[config.mk]
export PLATFORM = sky130hd
export DESIGN_NAME = trap_csr_monitor_flat
export DESIGN_NICKNAME = d
export VERILOG_FILES = /design/src/rtl/trap_csr_monitor_pkg.sv /design/src/rtl/trap_csr_monitor_if.sv /design/src/rtl/trap_mon_log_fifo.sv /design/src/rtl/trap_csr_monitor.sv /design/src/flat_wrapper.sv
export SDC_FILE = /design/constraint.sdc
export NUM_CORES = 1
export LEC_CHECK = 0
export BUFFER_PORTS_ARGS = -buffer_cell sky130_fd_sc_hd__buf_2
export CORE_AREA = 4 4 186 188
export DETAILED_ROUTE_END_ITERATION = 10
export DIE_AREA = 0 0 190 192
export MAX_ROUTING_LAYER = met4
export PLACE_DENSITY_LB_ADDON = 0.08
export RECOVER_POWER = 25
export SKIP_CTS_REPAIR_TIMING = 1
export SLEW_MARGIN = 20
export SYNTH_ARGS = -nofsm -noshare
export SYNTH_HDL_FRONTEND = slang
export SYNTH_SLANG_ARGS = --single-unit
[constraint.sdc]
create_clock -name clk -period 7.1 [get_ports clk]
set_input_delay 1.42 -clock clk [delete_from_list [all_inputs] [get_ports clk]]
set_output_delay 1.42 -clock clk [all_outputs]
set_load 0.01 [all_outputs]
[src/rtl/trap_csr_monitor_pkg.sv]
// Shared definitions for the trap/CSR monitor: mstatus field positions, privilege
// codes, FSM/event encodings, rule indices and the error-log entry layout.
package trap_mon_pkg;

  localparam int unsigned MS_SIE    = 1;
  localparam int unsigned MS_MIE    = 3;
  localparam int unsigned MS_SPIE   = 5;
  localparam int unsigned MS_MPIE   = 7;
  localparam int unsigned MS_SPP    = 8;
  localparam int unsigned MS_MPP_LO = 11;

  localparam logic [1:0] PRIV_U = 2'd0;
  localparam logic [1:0] PRIV_S = 2'd1;
  localparam logic [1:0] PRIV_M = 2'd3;

  typedef enum logic [1:0] {
    ST_DISABLED = 2'd0,
    ST_ARMED    = 2'd1,
    ST_HALTED   = 2'd2
  } mon_state_e;

  typedef enum logic [1:0] {
    EV_NONE = 2'd0,
    EV_TRAP = 2'd1,
    EV_MRET = 2'd2,
    EV_SRET = 2'd3
  } ev_type_e;

  localparam int unsigned R_MIE_CLR = 0;
  localparam int unsigned R_MPIE    = 1;
  localparam int unsigned R_MPP     = 2;
  localparam int unsigned R_S_PRIV  = 3;
  localparam int unsigned R_M_PRIV  = 4;
  localparam int unsigned R_MRET    = 5;
  localparam int unsigned R_SRET    = 6;
  localparam int unsigned R_CAUSE   = 7;

  typedef struct packed {
    logic [7:0]  mask;
    logic [1:0]  priv;
    ev_type_e    ev;
    logic [3:0]  cause;
    logic [15:0] ts;
  } log_entry_t;

  localparam logic [3:0] CAUSE_ORDER [14] = '{4'd3, 4'd12, 4'd1, 4'd2, 4'd0, 4'd8, 4'd9,
                                               4'd11, 4'd4, 4'd6, 4'd5, 4'd7, 4'd13, 4'd15};

  // Returns {found, cause}; scanning from lowest priority up lets the highest one win.
  function automatic logic [4:0] first_cause(input logic [15:0] vec);
    logic [4:0] r;
    r = '0;
    for (int unsigned i = 14; i > 0; i--) begin
      if (vec[CAUSE_ORDER[i-1]]) r = {1'b1, CAUSE_ORDER[i-1]};
    end
    return r;
  endfunction

endpackage

[src/rtl/trap_csr_monitor_if.sv]
// CSR and trap-event bus observed by the monitor.
interface trap_csr_monitor_if #(parameter int XLEN = 64);
  logic [XLEN-1:0] mstatus, mcause, scause, mideleg, medeleg, causeNO;
  logic [15:0]     raiseExceptionVec;
  logic [1:0]      priviledgeMode;
  logic            raiseTrap, raiseIntr, mRet, sRet, instValid;

  modport master (output mstatus, mcause, scause, mideleg, medeleg, causeNO,
                  raiseExceptionVec, priviledgeMode, raiseTrap, raiseIntr, mRet, sRet, instValid);
  modport slave  (input  mstatus, mcause, scause, mideleg, medeleg, causeNO,
                  raiseExceptionVec, priviledgeMode, raiseTrap, raiseIntr, mRet, sRet, instValid);
endinterface

[src/rtl/trap_mon_log_fifo.sv]
// Error-log FIFO: drops pushes when full (sticky overflow) unless a pop frees a slot.
module trap_mon_log_fifo #(
  parameter int WIDTH     = 32,
  parameter int LOG_DEPTH = 3
) (
  input  logic             clk,
  input  logic             reset,
  input  logic             flush,
  input  logic             push,
  input  logic [WIDTH-1:0] push_data,
  input  logic             ready,
  output logic             valid,
  output logic [WIDTH-1:0] data,
  output logic             overflow
);
  localparam int unsigned DEPTH = 1 << LOG_DEPTH;

  logic [WIDTH-1:0]     mem [DEPTH];
  logic [LOG_DEPTH-1:0] wr_ptr, rd_ptr;
  logic [LOG_DEPTH:0]   count;
  logic                 full, pop, wr;

  assign valid = (count != '0);
  assign full  = count[LOG_DEPTH];
  assign pop   = valid && ready;
  assign wr    = push && (!full || pop);
  assign data  = valid ? mem[rd_ptr] : '0;

  always_ff @(posedge clk) begin
    if (reset || flush) begin
      wr_ptr   <= '0;
      rd_ptr   <= '0;
      count    <= '0;
      overflow <= 1'b0;
    end else begin
      if (wr)  wr_ptr <= wr_ptr + LOG_DEPTH'(1);
      if (pop) rd_ptr <= rd_ptr + LOG_DEPTH'(1);
      if (wr && !pop)      count <= count + (LOG_DEPTH+1)'(1);
      else if (pop && !wr) count <= count - (LOG_DEPTH+1)'(1);
      if (push && !wr) overflow <= 1'b1;
    end
  end

  always_ff @(posedge clk) begin
    if (wr) mem[wr_ptr] <= push_data;
  end
endmodule

[src/rtl/trap_csr_monitor.sv]
// Two-stage trap/return checker: stage 1 snapshots pre-event CSR state, stage 2
// checks the post-event state, accumulates sticky errors and logs violations.
module trap_csr_monitor
  import trap_mon_pkg::*;
#(
  parameter int XLEN      = 64,
  parameter int LOG_DEPTH = 3
) (
  input  logic                     clk,
  input  logic                     reset,
  input  logic                     enable,
  input  logic                     halt_on_err,
  input  logic                     clear,
  input  logic [7:0]               rule_en,
  trap_csr_monitor_if.slave        csr,
  input  logic                     log_ready,
  output logic [7:0]               err_sticky,
  output logic                     err_any,
  output logic [15:0]              viol_cnt,
  output logic                     log_valid,
  output logic [31:0]              log_data,
  output logic                     log_overflow,
  output logic [1:0]               state
);
  if (XLEN != 32 && XLEN != 64) begin : g_bad_xlen
    $error("trap_csr_monitor: XLEN must be 32 or 64");
  end

  mon_state_e      cur_st, nxt_st;
  ev_type_e        ev_in, s1_ev;
  logic [15:0]     ts;
  logic [XLEN-1:0] deleg, sel_cause;
  logic [4:0]      cause_in;
  logic            mtrap_in, capture, viol;
  logic [7:0]      viol_raw, viol_mask;
  log_entry_t      entry;
  logic            s1_vld, s1_mie, s1_mpie, s1_spie, s1_spp, s1_mtrap, s1_intr, s1_cause_vld;
  logic [1:0]      s1_priv, s1_mpp;
  logic [3:0]      s1_cause;
  logic            unused_bits;

  assign unused_bits = ^{csr.causeNO, csr.mstatus};

  always_comb begin
    ev_in = EV_NONE;
    if (csr.raiseTrap)                     ev_in = EV_TRAP;
    else if (csr.mRet && csr.instValid)    ev_in = EV_MRET;
    else if (csr.sRet && csr.instValid)    ev_in = EV_SRET;
  end

  assign deleg    = csr.raiseIntr ? csr.mideleg : csr.medeleg;
  assign mtrap_in = !(deleg[csr.causeNO[3:0]] && (csr.priviledgeMode != PRIV_M));
  assign cause_in = first_cause(csr.raiseExceptionVec);

  always_comb begin
    nxt_st = cur_st;
    unique case (cur_st)
      ST_DISABLED: if (enable) nxt_st = ST_ARMED;
      ST_ARMED: begin
        if (!enable)                           nxt_st = ST_DISABLED;
        else if (viol && halt_on_err && !clear) nxt_st = ST_HALTED;
      end
      ST_HALTED:   if (clear) nxt_st = enable ? ST_ARMED : ST_DISABLED;
      default:     nxt_st = ST_DISABLED;
    endcase
  end

  // The event seen in the halting cycle is not captured, so nothing is checked after the halt.
  assign capture = (cur_st == ST_ARMED) && (nxt_st != ST_HALTED) && (ev_in != EV_NONE);

  assign sel_cause = s1_mtrap ? csr.mcause : csr.scause;

  always_comb begin
    viol_raw = '0;
    if (s1_ev == EV_TRAP) begin
      if (s1_mtrap) begin
        viol_raw[R_MIE_CLR] = csr.mstatus[MS_MIE];
        viol_raw[R_MPIE]    = csr.mstatus[MS_MPIE] != s1_mie;
        viol_raw[R_MPP]     = csr.mstatus[MS_MPP_LO +: 2] != s1_priv;
        viol_raw[R_M_PRIV]  = csr.priviledgeMode != PRIV_M;
      end else begin
        viol_raw[R_S_PRIV]  = csr.priviledgeMode != PRIV_S;
      end
      viol_raw[R_CAUSE] = !s1_intr && s1_cause_vld &&
                          (sel_cause != {{(XLEN-4){1'b0}}, s1_cause});
    end
    if (s1_ev == EV_MRET)
      viol_raw[R_MRET] = (csr.priviledgeMode != s1_mpp) || (csr.mstatus[MS_MIE] != s1_mpie);
    if (s1_ev == EV_SRET)
      viol_raw[R_SRET] = (csr.priviledgeMode != {1'b0, s1_spp}) || (csr.mstatus[MS_SIE] != s1_spie);
  end

  assign viol_mask = s1_vld ? (viol_raw & rule_en) : '0;
  assign viol      = |viol_mask;

  always_ff @(posedge clk) begin
    if (reset) begin
      cur_st     <= ST_DISABLED;
      ts         <= '0;
      s1_vld     <= 1'b0;
      err_sticky <= '0;
      viol_cnt   <= '0;
    end else begin
      cur_st <= nxt_st;
      ts     <= ts + 16'd1;
      s1_vld <= capture;
      if (clear) begin
        err_sticky <= '0;
        viol_cnt   <= '0;
      end else if (viol) begin
        err_sticky <= err_sticky | viol_mask;
        if (viol_cnt != '1) viol_cnt <= viol_cnt + 16'd1;
      end
    end
  end

  always_ff @(posedge clk) begin
    if (capture) begin
      s1_ev        <= ev_in;
      s1_priv      <= csr.priviledgeMode;
      s1_mie       <= csr.mstatus[MS_MIE];
      s1_mpie      <= csr.mstatus[MS_MPIE];
      s1_spie      <= csr.mstatus[MS_SPIE];
      s1_spp       <= csr.mstatus[MS_SPP];
      s1_mpp       <= csr.mstatus[MS_MPP_LO +: 2];
      s1_mtrap     <= mtrap_in;
      s1_intr      <= csr.raiseIntr;
      s1_cause_vld <= cause_in[4];
      s1_cause     <= cause_in[3:0];
    end
  end

  always_comb begin
    entry.mask  = viol_mask;
    entry.priv  = s1_priv;
    entry.ev    = s1_ev;
    entry.cause = s1_cause_vld ? s1_cause : 4'd0;
    entry.ts    = ts;
  end

  trap_mon_log_fifo #(.WIDTH(32), .LOG_DEPTH(LOG_DEPTH)) u_log (
    .clk       (clk),
    .reset     (reset),
    .flush     (clear),
    .push      (viol && !clear),
    .push_data (entry),
    .ready     (log_ready),
    .valid     (log_valid),
    .data      (log_data),
    .overflow  (log_overflow)
  );

  assign err_any = |err_sticky;
  assign state   = cur_st;
endmodule

[src/flat_wrapper.sv]
// flat-port wrapper written by rule: the top's interface ports become plain ports
module trap_csr_monitor_flat import trap_mon_pkg::*;
#(
  parameter int XLEN      = 64,
  parameter int LOG_DEPTH = 3
)
  (clk, reset, enable, halt_on_err, clear, rule_en, log_ready, err_sticky, err_any, viol_cnt, log_valid, log_data, log_overflow, state, csr_mstatus, csr_mcause, csr_scause, csr_mideleg, csr_medeleg, csr_causeNO, csr_raiseExceptionVec, csr_priviledgeMode, csr_raiseTrap, csr_raiseIntr, csr_mRet, csr_sRet, csr_instValid);
  trap_csr_monitor_if #(.XLEN(XLEN)) csr_i ();
  input  logic clk;
  input  logic reset;
  input  logic enable;
  input  logic halt_on_err;
  input  logic clear;
  input  logic [7:0] rule_en;
  input  logic log_ready;
  output logic [7:0] err_sticky;
  output logic err_any;
  output logic [15:0] viol_cnt;
  output logic log_valid;
  output logic [31:0] log_data;
  output logic log_overflow;
  output logic [1:0] state;
  input wire logic [$bits(csr_i.mstatus)-1:0] csr_mstatus;
  input wire logic [$bits(csr_i.mcause)-1:0] csr_mcause;
  input wire logic [$bits(csr_i.scause)-1:0] csr_scause;
  input wire logic [$bits(csr_i.mideleg)-1:0] csr_mideleg;
  input wire logic [$bits(csr_i.medeleg)-1:0] csr_medeleg;
  input wire logic [$bits(csr_i.causeNO)-1:0] csr_causeNO;
  input wire logic [$bits(csr_i.raiseExceptionVec)-1:0] csr_raiseExceptionVec;
  input wire logic [$bits(csr_i.priviledgeMode)-1:0] csr_priviledgeMode;
  input wire logic [$bits(csr_i.raiseTrap)-1:0] csr_raiseTrap;
  input wire logic [$bits(csr_i.raiseIntr)-1:0] csr_raiseIntr;
  input wire logic [$bits(csr_i.mRet)-1:0] csr_mRet;
  input wire logic [$bits(csr_i.sRet)-1:0] csr_sRet;
  input wire logic [$bits(csr_i.instValid)-1:0] csr_instValid;
  assign csr_i.mstatus = csr_mstatus;
  assign csr_i.mcause = csr_mcause;
  assign csr_i.scause = csr_scause;
  assign csr_i.mideleg = csr_mideleg;
  assign csr_i.medeleg = csr_medeleg;
  assign csr_i.causeNO = csr_causeNO;
  assign csr_i.raiseExceptionVec = csr_raiseExceptionVec;
  assign csr_i.priviledgeMode = csr_priviledgeMode;
  assign csr_i.raiseTrap = csr_raiseTrap;
  assign csr_i.raiseIntr = csr_raiseIntr;
  assign csr_i.mRet = csr_mRet;
  assign csr_i.sRet = csr_sRet;
  assign csr_i.instValid = csr_instValid;
  trap_csr_monitor #(.XLEN(XLEN), .LOG_DEPTH(LOG_DEPTH)) u_core (.clk(clk), .reset(reset), .enable(enable), .halt_on_err(halt_on_err), .clear(clear), .rule_en(rule_en), .csr(csr_i), .log_ready(log_ready), .err_sticky(err_sticky), .err_any(err_any), .viol_cnt(viol_cnt), .log_valid(log_valid), .log_data(log_data), .log_overflow(log_overflow), .state(state));
endmodule
Word-level counts from Yosys, hierarchy flattened
Memory sizes are Yosys's and may differ from the RTL's. A register that Yosys moved wholly into a read port is not among the register bits.
Cells that the tools add are included.
- $add $sub $neg: 6
- multiply operators: 0
- div/mod/pow operators: 0
- order comparisons: 1
- eq/ne operators: 16
- shifts and indexed selects: 0
- mux-type cells: 42
- bitwise operators: 2
- reduce and logical (&&, ||, !) cells: 34
- operators with widths (operator ; number):
    64-bit 2-to-1 mux ; 1
    64-bit by 4-bit inequality test with 1-bit output ; 1
    4-bit 2-to-1 mux ; 15
    16-bit by 1-bit adder with 16-bit output, second input constant ; 2
    32-bit 2-to-1 mux ; 1
    16-bit 2-to-1 mux ; 1
    16-bit inequality test, second input constant ; 1
    8-bit OR reduction ; 2
    1-bit logical AND ; 15
    2-bit 2-to-1 mux ; 7
    13-bit OR reduction ; 1
    5-bit 2-to-1 mux ; 2
    1-bit 2-to-1 mux ; 9
    3-bit 2-to-1 mux ; 3
    8-bit bitwise AND ; 1
    8-bit 2-to-1 mux ; 1
    8-bit OR ; 1
    4-bit by 7-bit less-than comparator with 1-bit output, second input constant ; 1
    3-bit by 1-bit adder with 3-bit output, second input constant ; 2
    2-bit equality test, second input constant ; 3
    1-bit zero test ; 6
    2-bit case mux with 3 select lines ; 1
    4-bit by 1-bit adder with 4-bit output, second input constant ; 1
    1-bit binary-select mux with 4-bit select ; 1
    other kinds (13) ; 22
- flip-flop bits (word level): 71
- latch bits: 0
- memory bits (writable): 256
- bits in read-only memories: 0
- bits of input ports: 421
- output and inout port bits: 61
- word-level logic and storage cells: 122
- memories: 1
- memories (memory ; depth ; width ; rd ports ; clocked after memory_dff ; write ports ; RTL line ; text):
    u_core.u_log.mem ; 8 ; 32 ; 1 ; 1 ; 1 ; trap_mon_log_fifo.sv:18 ; logic [WIDTH-1:0] mem [DEPTH];

Depth between registers and ports, before layout
Gate-level depths: netlist (run 1).
- depth after elaboration: 15
- gate-level depth with buffers: 19
- depth with buffers taken out: 16

By module
Synthesis (run 1) repeated with hierarchy kept, for this count alone.
- cells, all modules: 861
- area, all modules: 13892.1 sq um
- modules (own cells, without submodules) (module ; times used ; cells each ; area an instance (sq um) ; seq. area each (sq um)):
    trap_mon_log_fifo ; 1 ; 484 ; 10440.0 ; 7967.6
    trap_csr_monitor ; 1 ; 377 ; 3452.1 ; 1371.3

Worst setup path before layout (run 1)
Ideal clock, no wire load.
- kind: input to register
- start: in csr_mstatus[1]
- end: mem u_core.u_log.mem[0][0], enable pin
- library setup time: 501 ps
- arrival: 5845 ps
- required time: 6599 ps
- path slack: 754 ps
- cell stages on the path: 7
- buffers on the path: 1
- cells stage by stage: xnor2_1 a311oi_1 nor4_2 nand2_2 nand2b_1 buf_6 nor4_1
- RTL lines (item ; RTL line ; text):
    from (decl) ; flat_wrapper.sv:23 ; input wire logic [$bits(csr_i.mstatus)-1:0] csr_mstatus;
    to (decl) ; trap_mon_log_fifo.sv:18 ;

Worst setup path after layout (run 1)
- start: in csr_scause[24]
- end: reg u_core.u_log.count[3]
- word-level cells in the longest chain between the ends: 12
- elaborated cells between the ends (all ways): 14
- classes of those cells: eq/ne: 1; mux: 4; bitwise: 1; reduce/logical: 8
- ends and longest elaborated chain (item ; RTL line ; text):
    from (decl) ; flat_wrapper.sv:25 ; input wire logic [$bits(csr_i.scause)-1:0] csr_scause;
    64-bit 2-to-1 mux * ; trap_csr_monitor.sv:71 ; assign sel_cause = s1_mtrap ? csr.mcause : csr.scause;
    64-bit by 4-bit inequality test with 1-bit output * ; trap_csr_monitor.sv:85 ; (sel_cause != {{(XLEN-4){1'b0}}, s1_cause});
    1-bit logical AND * ; trap_csr_monitor.sv:84 ; viol_raw[R_CAUSE] = !s1_intr && s1_cause_vld &&
    1-bit 2-to-1 mux * ; trap_csr_monitor.sv:75 ; if (s1_ev == EV_TRAP) begin
    8-bit bitwise AND * ; trap_csr_monitor.sv:93 ; assign viol_mask = s1_vld ? (viol_raw & rule_en) : '0;
    8-bit 2-to-1 mux * ; trap_csr_monitor.sv:93 ;
    8-bit OR reduction * ; trap_csr_monitor.sv:94 ; assign viol = |viol_mask;
    1-bit logical AND * ; trap_csr_monitor.sv:145 ; .push (viol && !clear),
    1-bit logical AND * ; trap_mon_log_fifo.sv:26 ; assign wr = push && (!full || pop);
    named net u_core.u_log.wr ; trap_mon_log_fifo.sv:21 ; logic full, pop, wr;
    1-bit zero test ; trap_mon_log_fifo.sv:39 ; else if (pop && !wr) count <= count - (LOG_DEPTH+1)'(1);
    1-bit logical AND ; trap_mon_log_fifo.sv:39 ;
    2-bit nonzero test (no line) ; n/a ;
    to (signal assigned) ; trap_mon_log_fifo.sv:38 ; if (wr && !pop) count <= count + (LOG_DEPTH+1)'(1);
    to (signal assigned) ; trap_mon_log_fifo.sv:39 ;
    to (decl) ; trap_mon_log_fifo.sv:20 ; logic [LOG_DEPTH:0] count;
Mark *: on every way through the listed nets, which the timed path passes. The rest lies on a longest branch.
A chain may end at the register's enable or synchronous reset.

==> results of run 1 <==
-- tightest hold or removal path, stage by stage (launching register included) --
cell and delay, ns:
sky130_fd_sc_hd__dfxtp_1 0.32, sky130_fd_sc_hd__a21oi_1 0.04, sky130_fd_sc_hd__nor2_1 0.08
-- metrics by stage --
| step | cell area (um2) | power (mW) | util, % |
|---|---|---|---|
| after global routing | 16800 | 4.23 | 50.8 |
| after global placement | 15700 | 2.33 | 47.4 |
| after CTS | 16800 | 4.13 | 50.8 |
| after floorplan | 13800 | 2.22 | - |
| after detailed placement | 15700 | 2.33 | 47.4 |
| final | 16800 | 4.08 | 50.9 |
-- flip-flops by register name (all words and copies together) (netlist names), 2 cells and up, named ones only --
register and count:
u_core.viol_cnt 16, u_core.u_log.wr_ptr 3, u_core.s1_cause 4, u_core.s1_mpp 2, u_core.u_log.mem 256, u_core.err_sticky 8
u_core.s1_priv 2, u_core.u_log.rd_ptr 3, u_core.s1_ev 2, u_core.u_log.count 4, u_core.state 2, u_core.ts 16
-- worst max-delay path by stage --
stage	slack, ns	startpoint	end	cells past startpoint
floorplan	0.75	csr_mstatus[1]	u_core.u_log.mem[0][0]$_DFFE_PP_	7
global placement	1.53	csr_scause[24]	u_core.u_log.count[3]$_SDFFE_PP0P_	18
detailed placement	1.48	csr_scause[24]	u_core.u_log.count[3]$_SDFFE_PP0P_	18
CTS	1.98	csr_scause[24]	u_core.u_log.count[3]$_SDFFE_PP0P_	18
global route	1.80	csr_scause[24]	u_core.u_log.count[3]$_SDFFE_PP0P_	18
finish	2.04	csr_scause[24]	u_core.u_log.count[3]$_SDFFE_PP0P_	18
-- routing by layer --
layer  GRT usage (%)  vias up
met5               -        -
met4            4.65        0
met3            4.96       55
met2            37.3      358
met1            29.7     4277
li1                -     3962
-- synth_stat cells (4+ instances only) --
master | instances | area share, %
sky130_fd_sc_hd__nor2b_1 | 4 | 0.18
sky130_fd_sc_hd__mux2i_1 | 40 | 2.9
sky130_fd_sc_hd__nor3_1 | 13 | 0.47
sky130_fd_sc_hd__a21oi_1 | 19 | 0.69
sky130_fd_sc_hd__nor4b_1 | 4 | 0.25
sky130_fd_sc_hd__xnor2_1 | 19 | 1.2
sky130_fd_sc_hd__buf_1 | 8 | 0.22
sky130_fd_sc_hd__and3_1 | 4 | 0.18
sky130_fd_sc_hd__edfxtp_1 | 273 | 60
sky130_fd_sc_hd__nor4_1 | 29 | 1.3
sky130_fd_sc_hd__a31oi_1 | 6 | 0.27
sky130_fd_sc_hd__nand4_1 | 15 | 0.68
sky130_fd_sc_hd__mux4_2 | 74 | 12
sky130_fd_sc_hd__clkbuf_1 | 25 | 0.68
sky130_fd_sc_hd__ha_1 | 7 | 0.64
sky130_fd_sc_hd__dfxtp_1 | 57 | 8.3
sky130_fd_sc_hd__nor2_1 | 110 | 3.0
sky130_fd_sc_hd__nor4_2 | 5 | 0.45
sky130_fd_sc_hd__nand2_1 | 30 | 0.82
sky130_fd_sc_hd__o21ai_0 | 10 | 0.36
sky130_fd_sc_hd__and2_1 | 4 | 0.18
sky130_fd_sc_hd__inv_1 | 13 | 0.35
sky130_fd_sc_hd__or3_1 | 6 | 0.27
sky130_fd_sc_hd__xor2_1 | 19 | 1.2
sky130_fd_sc_hd__nand3_1 | 19 | 0.69
-- power by group --
group	internal (mW)	leakage, nW	total [mW]	switching, mW
registers	2.09	2.99	2.10	0.0160
clock network	1.07	0.545	1.80	0.724
logic	0.0899	2.43	0.186	0.0958
total	3.25	5.97	4.08	0.836
-- cells by family after synthesis --
| family | Yosys count | share of synthesized area (%) |
|---|---|---|
| adder cells (fa/ha/maj) | 8 | 0.782 |
| AO/OA/AOI/OAI | 59 | 2.88 |
| multiplexers | 115 | 15.1 |
| flip-flops | 330 | 67.9 |
| XOR/XNOR | 38 | 2.42 |
| buffers and inverters | 52 | 1.72 |
| AND/OR/NAND/NOR | 256 | 9.21 |
-- layout make-up --
type | count | area (um2)
clock inverters | 17 | 165
clock buffers | 49 | 971
inverters | 14 | 57.6
repair buffers | 287 | 1490
flip-flops and latches | 330 | 9350
diodes | 9 | 22.5
multi-input cells | 476 | 4240
well taps | 448 | 561
fillers | 2879 | 16300
==> impl_summary.log, run 1 <==
[metrics] number of cells on the worst reg-to-reg path: 17
[metrics] number of standard cells after synthesis: 858
[metrics] Worst setup EP type: flop
[metrics] endpoint required time on the critical path: approximately 7.5 ns
[metrics] Starting Density: 41.5%
[metrics] highest routed metal layer: met4
[metrics] maximum achievable frequency: about 0.2 GHz
[metrics] count of TritonRoute iterations in the first routing pass: 5
[metrics] setup slack at placement: ~1.5 ns
[metrics] register clock-pin slew on the reported worst setup and hold paths: 0.06 ns
[metrics] yosys synthesis warning count: 0
[metrics] num ports: just under 500
[metrics] result of the run: finished, final reports clean
[metrics] slowest cell on the critical path: sky130_fd_sc_hd__nor4_2
[metrics] grt total ovfl: 0
[metrics] layout cell share with drive strength beyond 1: 37.3%
[metrics] first-pass GRT wire length: 58200 um
[metrics] port buffer count: approximately 270
[metrics] pwr dens: 242 nW/um2
[metrics] source of the worst register-to-register timing path: u_core.s1_mtrap$_DFFE_PP_
[metrics] vias after detailed routing: roughly 8700
[metrics] commonest non-fill, non-tap cell in the layout: sky130_fd_sc_hd__edfxtp_1
[metrics] Clock Tree Root: sky130_fd_sc_hd__clkbuf_16
[metrics] setup tns final: 0 ns
[metrics] count of buffering cells on the critical path with inverters included: 4
[metrics] Max stage delay on crit path: 0.55 ns
[metrics] mean instance size in the synthesized netlist: 16.0 um2
[metrics] final critical-path share of the clock period: between 70% and 80%
[metrics] Reg-to-Reg End: u_core.u_log.count[3]$_SDFFE_PP0P_
[metrics] number of antenna-violating nets in the routed design: 0
[metrics] relative slew slack: 29.0%
[metrics] Routed WL per cell: 24.7 um
[metrics] worst-skew pair later-pin latency: 0.52 ns
[metrics] post-synthesis sequential element count: 330
[metrics] total half-perimeter wirelength after legalization and detailed placement: 28800 um
[metrics] area inside the core boundary: 33100 um2
[metrics] Tmin final: 5.06 ns
[metrics] H-tree depth: 2
[metrics] largest vdd supply drop: 143 uV
[metrics] WL final: a little over 40000 um
[metrics] number of sinks handled by clock tree synthesis: 330
[metrics] vias per cell: 5.31
[metrics] ordered cell list for the critical path: buf_2 -> nor4_2 -> buf_4 -> nand4_1 -> nor4_2 -> o22ai_1 -> o31ai_4 -> nand2_2 -> nand2b_1 -> inv_6 -> ha_1 -> inv_1 -> ha_1 -> a21o_1 -> a21oi_1 -> xnor2_1 -> or3_1 -> a21oi_1
[metrics] Slew Limit Fails: 0
[metrics] antenna violations before repair: 21
[metrics] routed length on met2: 19400 um
[metrics] number of buffers inserted during clock tree synthesis: 36
[metrics] Final Net Count: 1574
[metrics] TritonCTS clock tree: built
[metrics] initial detailed-routing violation count: 601
[metrics] Area growth syn-to-layout: 22.4%
[metrics] non-filler cells in the finished layout: 1630
[metrics] proportion of register bits with asynchronous set or reset after synthesis: 0%
[metrics] type of origin of the critical path: input port
[metrics] metal3 WL: roughly 3400 um
[metrics] area of the mapped netlist: 13800 um2
[metrics] die boundary height: approximately 190 um
[metrics] width of the die: roughly 190 um
[metrics] final number of setup-violating endpoints: 0
[metrics] source of the worst hold timing path: u_core.u_log.overflow$_SDFFE_PP0P_
[metrics] Hold Vio Cnt, Final: 0
[metrics] number of global-route vias before repair: 8909
[metrics] Arrival @ worst endpoint: 5.48 ns
[metrics] number of maximum-capacitance violations: 0
[metrics] post-synthesis sequential area ratio: around 68%
[metrics] largest fanout of any net on the critical path: 7
[metrics] DIE AREA: 36500 um2
[metrics] RSZ-0062 raised after global routing: false
[metrics] largest net degree at the start of global routing: 44
[metrics] number of enable flip-flop cells after synthesis: 273
[metrics] syn nets: 1287
[metrics] instance count along the most critical hold path: 2
[metrics] Crit path max-delay family: simple AND/OR/NAND/NOR gates
[metrics] sum of routed wire segments on met1: about 16000 um
[metrics] Global Route Usage Sum: 22.7%
[metrics] slack of the worst reg-to-reg path: 2.09 ns
[metrics] standby leakage power: a little under 6 nW
[metrics] DRC: 0
[metrics] placement row count: between 60 and 70
[metrics] Min-Delay Path Class: reg -> reg
[metrics] dpl cells: about 1600
[metrics] min setup slack post-route: 2.04 ns
[metrics] end point of the most critical hold path: u_core.u_log.overflow$_SDFFE_PP0P_
[metrics] maximum clock insertion buffer count: 3
[metrics] Worst Setup Path Type: in -> reg
[metrics] dominant register cell in the synthesized netlist: sky130_fd_sc_hd__edfxtp_1
[metrics] routability-driven placement congestion ratio: 1.03
[metrics] number of unique standard cell types used by synthesis: 56
[metrics] worst hold slack: 0.473 ns
[metrics] leading cell types in the layout, fill and taps excluded: sky130_fd_sc_hd__edfxtp_1, sky130_fd_sc_hd__buf_2, sky130_fd_sc_hd__nor2_1
[metrics] clock tree skew after final layout: 0.0188 ns
[metrics] Worst Max-Slew Pin Slew: 1.06 ns
Note: power is estimated with default switching activity, not from simulation.
==> run 2: changes to the inputs <==
--- a/config.mk
+++ b/config.mk
@@ -5,10 +5,11 @@
 export SDC_FILE = /design/constraint.sdc
 export NUM_CORES = 1
 export LEC_CHECK = 0
+export ABC_AREA = 1
 export BUFFER_PORTS_ARGS = -buffer_cell sky130_fd_sc_hd__buf_2
-export CORE_AREA = 4 4 186 188
+export CORE_MARGIN = 4
+export CORE_UTILIZATION = 45
 export DETAILED_ROUTE_END_ITERATION = 10
-export DIE_AREA = 0 0 190 192
 export MAX_ROUTING_LAYER = met4
 export PLACE_DENSITY_LB_ADDON = 0.08
 export RECOVER_POWER = 25
==> constraint.sdc (replaced) <==
create_clock -name clk -period 4.3 [get_ports clk]
set_input_delay 0.86 -clock clk [delete_from_list [all_inputs] [get_ports clk]]
set_output_delay 0.86 -clock clk [all_outputs]
set_load 0.01 [all_outputs]
==> impl_summary.log, run 2 <==
[metrics] number of sinks handled by clock tree synthesis: 330 (unchanged)
[metrics] end-of-flow core utilization: 55.0% (+4.1 points)
[metrics] worst hold slack: 0.465 ns (-0.00798 ns)
[metrics] H-tree depth: 2 (unchanged)
[metrics] antenna violations before repair: 7 (-67%)
[metrics] number of buffers inserted during clock tree synthesis: 35 (-2.8%)
[metrics] layout cell share with drive strength beyond 1: 22.3% (-15 points)
[metrics] slowest cell on the critical path: sky130_fd_sc_hd__nor2_1
[metrics] mean instance size in the synthesized netlist: 10.3 um2 (-36%)
[metrics] Area growth syn-to-layout: 20.5%
[metrics] RSZ-0062 raised after global routing: false
[metrics] commonest non-fill, non-tap cell in the layout: sky130_fd_sc_hd__nor2_1
[metrics] routability-driven placement congestion ratio: 0.910 (-11%)
[metrics] Final Net Count: 2104 (+34%)
[metrics] grt total ovfl: 0 (unchanged)
[metrics] Starting Density: 45.7% (+4.1 points)
[metrics] Global Route Usage Sum: 23.1% (+0.37 points)
[metrics] TritonCTS clock tree: built
[metrics] worst-skew pair later-pin latency: 0.51 ns (about the same)
[metrics] post-synthesis sequential element count: 330 (unchanged)
[metrics] Min-Delay Path Class: reg -> reg
[metrics] largest fanout of any net on the critical path: 10 (+3)
[metrics] Clock Tree Root: sky130_fd_sc_hd__clkbuf_16
[metrics] number of enable flip-flop cells after synthesis: 273 (unchanged)
[metrics] number of standard cells after synthesis: 1405 (+64%)
[metrics] non-filler cells in the finished layout: 2105 (+29%)
[metrics] ranking of synthesized cells by area: sky130_fd_sc_hd__edfxtp_1, sky130_fd_sc_hd__nor2_1, sky130_fd_sc_hd__dfxtp_1
[metrics] register with the highest flop count: u_core.u_log.mem
[metrics] Slew Limit Fails: 0 (unchanged)
[metrics] die boundary height: 187 um (-2.6%)
[metrics] total half-perimeter wirelength after legalization and detailed placement: 26500 um (-8.0%)
[metrics] num ports: 482 (unchanged)
[metrics] number of unique standard cell types used by synthesis: 48 (-14%)
[metrics] Tmin final: 3.94 ns
[metrics] DIE AREA: 35000 um2 (-4.2%)
[metrics] count of TritonRoute iterations in the first routing pass: 5 (unchanged)
[metrics] power consumption: 6.84 mW (+67%)
[metrics] Worst Max-Slew Pin Slew: 0.910 ns (-0.152 ns)
[metrics] number of maximum-capacitance violations: 0 (unchanged)
[metrics] yosys synthesis warning count: 0 (unchanged)
[metrics] slack of the worst reg-to-reg path: 0.36 ns (-1.73 ns)
[metrics] maximum achievable frequency: between 0.2 and 0.3 GHz
[metrics] number of flip-flops in the largest register: 256 (unchanged)
[metrics] port buffer count: 266 (unchanged)
[metrics] first-pass GRT wire length: 61200 um (+5.1%)
[metrics] cell types with the highest counts after synthesis: sky130_fd_sc_hd__nor2_1, sky130_fd_sc_hd__edfxtp_1, sky130_fd_sc_hd__o21ai_0
[metrics] Routed WL per cell: 19.2 um (-22%)
[metrics] area of the mapped netlist: 14400 um2 (+4.8%)
[metrics] initial detailed-routing violation count: 607 (+1.0%)
[metrics] leading cell types in the layout, fill and taps excluded: sky130_fd_sc_hd__nor2_1, sky130_fd_sc_hd__edfxtp_1, sky130_fd_sc_hd__buf_2
[metrics] Worst path most repeated cell: sky130_fd_sc_hd__nor2_1
[metrics] clock tree skew after final layout: 0.0201 ns (+0.00133 ns)
[metrics] dpl cells: 2040 (+31%)
[metrics] setup tns final: 0 ns (unchanged)
[metrics] proportion of register bits with asynchronous set or reset after synthesis: 0% (unchanged)
[metrics] leading cell type by number of instances after synthesis: sky130_fd_sc_hd__nor2_1
[metrics] syn nets: 1834 (+43%)
[metrics] vias after detailed routing: 11200 (+30%)
[metrics] Hold Vio Cnt, Final: 0 (unchanged)
[metrics] Yosys top cell area share: 56.9% (-2.7 points)
[metrics] final critical-path share of the clock period: 91.6%
[metrics] post-synthesis sequential area ratio: 64.8% (-3.1 points)
[metrics] result of the run: finished, final reports clean
[metrics] type of origin of the critical path: flop
[metrics] relative slew slack: 39.3% (+10 points)
[metrics] Filler Cells Inserted: 2810 (-2.4%)
[metrics] largest net degree at the start of global routing: 83 (+89%)
[metrics] width of the die: 187 um (-1.6%)
[metrics] Arrival @ worst endpoint: 4.33 ns (-1.15 ns)
[metrics] WL final: 40500 um (+0.41%)
[metrics] vias per cell: 5.32 (+0.29%)
[metrics] Worst Setup Path Type: reg -> reg
[metrics] placement row count: 65 (-3.0%)
[metrics] largest area contributor in the netlist: sky130_fd_sc_hd__edfxtp_1
[metrics] endpoint required time on the critical path: 4.69 ns (-2.84 ns)
[metrics] standby leakage power: 6.80 nW (+14%)
[metrics] Worst setup EP type: flop
[metrics] ordered cell list for the critical path: inv_1 -> nand4_4 -> nor2_1 -> nor2_1 -> nand2_1 -> nor2_2 -> nand2_4 -> nand3_4 -> inv_2 -> ha_1 -> inv_1 -> ha_1 -> and3_1 -> a211oi_1 -> nor2_1 -> nor2_1 -> nand2_1 -> o21ai_0 -> a21oi_1
[metrics] number of global-route vias before repair: 10900 (+23%)
[metrics] DRC: 0 (unchanged)
[metrics] register clock-pin slew on the reported worst setup and hold paths: 0.06 ns (about the same)
[metrics] pwr dens: 394 nW/um2 (+62%)
[metrics] Max stage delay on crit path: 0.72 ns (+0.17 ns)
[metrics] dominant register cell in the synthesized netlist: sky130_fd_sc_hd__edfxtp_1
[metrics] final number of setup-violating endpoints: 0 (unchanged)
[metrics] Top Registers: u_core.u_log.mem (256), u_core.ts (16), u_core.viol_cnt (16)
[metrics] number of antenna-violating nets in the routed design: 0 (unchanged)
[metrics] largest vdd supply drop: 278 uV (+95%)
[metrics] area inside the core boundary: 31600 um2 (-4.7%)
[metrics] maximum clock insertion buffer count: 3 (unchanged)
run 2: cell types whose count changed after synthesis, moves of 26 or more:
cell | before | now
sky130_fd_sc_hd__o22ai_1 | 1 | 34
sky130_fd_sc_hd__a31oi_1 | 6 | 32
sky130_fd_sc_hd__mux2i_1 | 40 | 0
sky130_fd_sc_hd__o21ai_0 | 10 | 196
sky130_fd_sc_hd__inv_1 | 13 | 78
sky130_fd_sc_hd__nand2_1 | 30 | 148
sky130_fd_sc_hd__nor2_1 | 110 | 340
sky130_fd_sc_hd__mux4_2 | 74 | 0
run 2: worst paths after layout:
kind,start,depth (start not counted),to
worst min-delay path,u_core.u_log.rd_ptr[2]$_SDFFE_PP0P_,2,flop
worst max register to register,u_core.s1_ev[1]$_DFFE_PP_,19,u_core.u_log.count[3]$_SDFFE_PP0P_
worst min register to register,u_core.u_log.rd_ptr[2]$_SDFFE_PP0P_,2,flop
worst max-delay path,u_core.s1_ev[1]$_DFFE_PP_,19,u_core.u_log.count[3]$_SDFFE_PP0P_
run 2: cells by family (layout without fill, tap and decap cells):
group	count (synthesis)	count (layout)	synth area share (%)
compound gates	310	310	11.8
xor+xnor	24	24	1.46
fa+ha+maj	8	8	0.747
buf+inv	142	437	3.98
flops	330	330	64.8
other cells	0	3	0
simple gates	591	591	17.2
run 2: worst max-delay path: cells and delay by family (launching register included):
| kind | cells | cell delay (ns) |
|---|---|---|
| buffers and inverters | 3 | 0.44 |
| flip-flops | 1 | 0.57 |
| AO/OA/AOI/OAI | 3 | 0.44 |
| adder cells (fa/ha/maj) | 2 | 0.52 |
| AND/OR/NAND/NOR | 11 | 1.86 |
run 2: per-stage QoR:
stage               setup slack, ns  cell area (um2)
CTS                           0.320            17400
floorplan                    -0.189            14400
detailed placement            0.140            16200
finish                        0.363            17400
global placement              0.256            16200
global route                 0.0168            17400
run 2: routing by layer:
| layer | up-vias | track usage (%) | wire [um] |
|---|---|---|---|
| met5 | - | - | 0 |
| met1 | 5288 | 29.9 | 17000 |
| met3 | 62 | 4.46 | 2920 |
| met4 | 0 | 7.00 | 1170 |
| met2 | 407 | 37.4 | 19300 |
| li1 | 5449 | - | - |
run 2: area by class of cell:
type	instances	area [um2]	area share [%]
Sequential cell	330	9340	53.8
Multi-Input combinational cell	933	4540	26.2
Timing Repair Buffer	292	1520	8.73
Clock buffer	44	940	5.41
Tap cell	402	503	2.90
Inverter	83	319	1.84
Clock inverter	18	189	1.09
Antenna cell	3	7.51	0.0432
run 2: where the power goes:
group          total [mW]  switching (mW)  internal, mW
sequential           3.47          0.0201          3.45
clock                2.98            1.19          1.79
combinational       0.394           0.236         0.158
==> run 3: changes to the inputs <==
--- a/config.mk
+++ b/config.mk
@@ -7,6 +7,7 @@
 export LEC_CHECK = 0
 export ABC_AREA = 1
 export BUFFER_PORTS_ARGS = -buffer_cell sky130_fd_sc_hd__buf_2
+export CORE_ASPECT_RATIO = 0.8
 export CORE_MARGIN = 4
 export CORE_UTILIZATION = 45
 export DETAILED_ROUTE_END_ITERATION = 10
==> impl_summary.log, run 3 (synthesis results as in run 2) <==
[metrics] result of the run: finished, final reports clean
[metrics] number of antenna-violating nets in the routed design: 0 (unchanged)
[metrics] maximum achievable frequency: 0.266 GHz (+4.6%)
[metrics] Min-Delay Path Class: reg -> reg
[metrics] initial detailed-routing violation count: 680 (+12%)
[metrics] vias per cell: 5.14 (-3.4%)
[metrics] non-filler cells in the finished layout: 2127 (+1.0%)
[metrics] total half-perimeter wirelength after legalization and detailed placement: 25900 um (-2.0%)
[metrics] DRC: 0 (unchanged)
[metrics] type of origin of the critical path: flop
[metrics] Worst setup EP type: flop
[metrics] TritonCTS clock tree: built
[metrics] first-pass GRT wire length: 60200 um (-1.6%)
[metrics] final critical-path share of the clock period: 87.6% (-4.0 points)
[metrics] FF/Latch Area: 9340 um2 (unchanged)
[metrics] min setup slack post-route: 0.535 ns (+0.172 ns)
[metrics] largest vdd supply drop: 212 uV (-24%)
[metrics] final number of setup-violating endpoints: 0 (unchanged)
[metrics] layout cell share with drive strength beyond 1: 22.5% (+0.16 points)
[metrics] source of the worst register-to-register timing path: u_core.s1_mtrap$_DFFE_PP_
[metrics] register with the highest flop count: u_core.u_log.mem
[metrics] source of the worst hold timing path: u_core.u_log.overflow$_SDFFE_PP0P_
[metrics] pwr dens: 388 nW/um2 (-1.5%)
[metrics] multi-input combinational cell area: 4550 um2 (+0.17%)
[metrics] vias after detailed routing: 10900 (-2.4%)
[metrics] Hold Vio Cnt, Final: 0 (unchanged)
[metrics] width of the die: 208 um (+11%)
[metrics] number of flip-flops in the largest register: 256 (unchanged)
[metrics] Worst Setup Path Type: reg -> reg
[metrics] RSZ-0062 raised after global routing: false
[metrics] number of maximum-capacitance violations: 0 (unchanged)
[metrics] Tmin final: 3.77 ns (-0.172 ns)
[metrics] end-of-flow core utilization: 55.5% (+0.45 points)
[metrics] placement row count: 58 (-11%)
[metrics] placed cell area: 16400 um2 (+0.72%)
[metrics] standby leakage power: 6.83 nW (+0.35%)
[metrics] Starting Density: 45.8% (+0.087 points)
[metrics] Clock Tree Root: sky130_fd_sc_hd__clkbuf_16
[metrics] Top Registers: u_core.u_log.mem (256), u_core.ts (16), u_core.viol_cnt (16)
[metrics] port buffer count: 266 (unchanged)
[metrics] relative slew slack: 36.8% (-2.5 points)
[metrics] num ports: 482 (unchanged)
[metrics] register clock-pin slew on the reported worst setup and hold paths: 0.06 ns (about the same)
[metrics] dpl cells: 2061 (+1.0%)
[metrics] Area growth syn-to-layout: 21.2%
[metrics] Final Net Count: 2107 (+0.14%)
[metrics] maximum clock insertion buffer count: 3 (unchanged)
[metrics] worst hold slack: 0.456 ns (-0.00908 ns)
[metrics] start point of the critical path: u_core.s1_mtrap$_DFFE_PP_
[metrics] endpoint required time on the critical path: 4.69 ns (about the same)
[metrics] area of all placed cells without fillers: 17500 um2 (+0.63%)
[metrics] Slew Limit Fails: 0 (unchanged)
[metrics] Arrival @ worst endpoint: 4.16 ns (-0.17 ns)
[metrics] largest net degree at the start of global routing: 129 (+55%)
[metrics] largest fanout of any net on the critical path: 10 (unchanged)
[metrics] H-tree depth: 2 (unchanged)
[metrics] clock tree skew after final layout: 0.0108 ns (-0.00934 ns)
[metrics] number of sinks handled by clock tree synthesis: 330 (unchanged)
[metrics] Routed WL per cell: 18.6 um (-3.0%)
[metrics] count of TritonRoute iterations in the first routing pass: 5 (unchanged)
[metrics] area inside the core boundary: 31500 um2 (-0.19%)
[metrics] commonest non-fill, non-tap cell in the layout: sky130_fd_sc_hd__nor2_1
[metrics] Global Route Usage Sum: 22.7% (-0.42 points)
[metrics] routability-driven placement congestion ratio: 0.944 (+3.7%)
[metrics] number of buffers inserted during clock tree synthesis: 35 (unchanged)
[metrics] WL final: 39700 um (-1.9%)
[metrics] setup slack at placement: 0.345 ns (+0.206 ns)
[metrics] grt total ovfl: 0 (unchanged)
[metrics] DIE AREA: 35000 um2 (about the same)
[metrics] die boundary height: 168 um (-10%)
[metrics] Worst Max-Slew Pin Slew: 0.948 ns (+0.0380 ns)
[metrics] leading cell types in the layout, fill and taps excluded: sky130_fd_sc_hd__nor2_1, sky130_fd_sc_hd__edfxtp_1, sky130_fd_sc_hd__buf_2
[metrics] antenna violations before repair: 8 (+1)
[metrics] Filler Cells Inserted: 2856 (+1.6%)
[metrics] worst-skew pair later-pin latency: 0.50 ns (about the same)
[metrics] number of global-route vias before repair: 10500 (-4.2%)
[run 3: per-stage QoR]
step | TNS (ns) | total power [mW]
final | 0 | 6.78
after detailed placement | 0 | 3.94
after CTS | 0 | 6.84
after floorplan | -24.21 | 3.73
after global placement | 0 | 3.93
after global routing | 0 | 7.03
[run 3: layout make-up]
type                       count  area share (%)
sequential                   330            53.5
multi-input combinational    933            26.1
timing repair buffer         295            9.16
clock buffer                  47            5.69
tap                          420            3.01
inverter                      83            1.83
clock inverter                13           0.702
antenna                        6          0.0859
[run 3: layer usage]
| layer | share of wire, % | GRT usage (%) |
|---|---|---|
| met2 | 45 | 35.6 |
| met3 | 7.7 | 5.40 |
| met1 | 44 | 30.2 |
| met4 | 2.7 | 5.82 |
| met5 | 0 | - |
[run 3: path summary, 6_finish.rpt]
check,cells past startpoint,slack [ns],to
setup / recovery,22,0.53,u_core.u_log.count[3]$_SDFFE_PP0P_
hold reg to reg,2,0.46,u_core.u_log.overflow$_SDFFE_PP0P_
hold / removal,2,0.46,u_core.u_log.overflow$_SDFFE_PP0P_
setup reg to reg,22,0.53,u_core.u_log.count[3]$_SDFFE_PP0P_
[run 3: worst max-delay path, cell delays in order (launching register included)]
cell	delay [ns]
sky130_fd_sc_hd__edfxtp_1	0.55
sky130_fd_sc_hd__buf_4	0.24
sky130_fd_sc_hd__or2_2	0.29
sky130_fd_sc_hd__nor2_1	0.10
sky130_fd_sc_hd__nand2_1	0.11
sky130_fd_sc_hd__nand2_1	0.10
sky130_fd_sc_hd__nand2_1	0.06
sky130_fd_sc_hd__nor2_1	0.15
sky130_fd_sc_hd__nand3_1	0.19
sky130_fd_sc_hd__nand2_2	0.15
sky130_fd_sc_hd__nand2_4	0.07
sky130_fd_sc_hd__nand3_4	0.13
sky130_fd_sc_hd__inv_2	0.06
sky130_fd_sc_hd__ha_1	0.21
sky130_fd_sc_hd__inv_1	0.12
sky130_fd_sc_hd__ha_1	0.28
sky130_fd_sc_hd__and3_1	0.19
sky130_fd_sc_hd__a211oi_1	0.23
sky130_fd_sc_hd__nor2_1	0.07
sky130_fd_sc_hd__nor2_1	0.08
sky130_fd_sc_hd__nand2_1	0.07
sky130_fd_sc_hd__o21ai_0	0.15
sky130_fd_sc_hd__a21oi_1	0.06
[run 3: report_power, final]
part	internal [mW]	leakage, nW	switching [mW]
Sequential	3.45	3.07	0.0201
Clock	1.74	0.551	1.17
Combinational	0.161	3.20	0.237
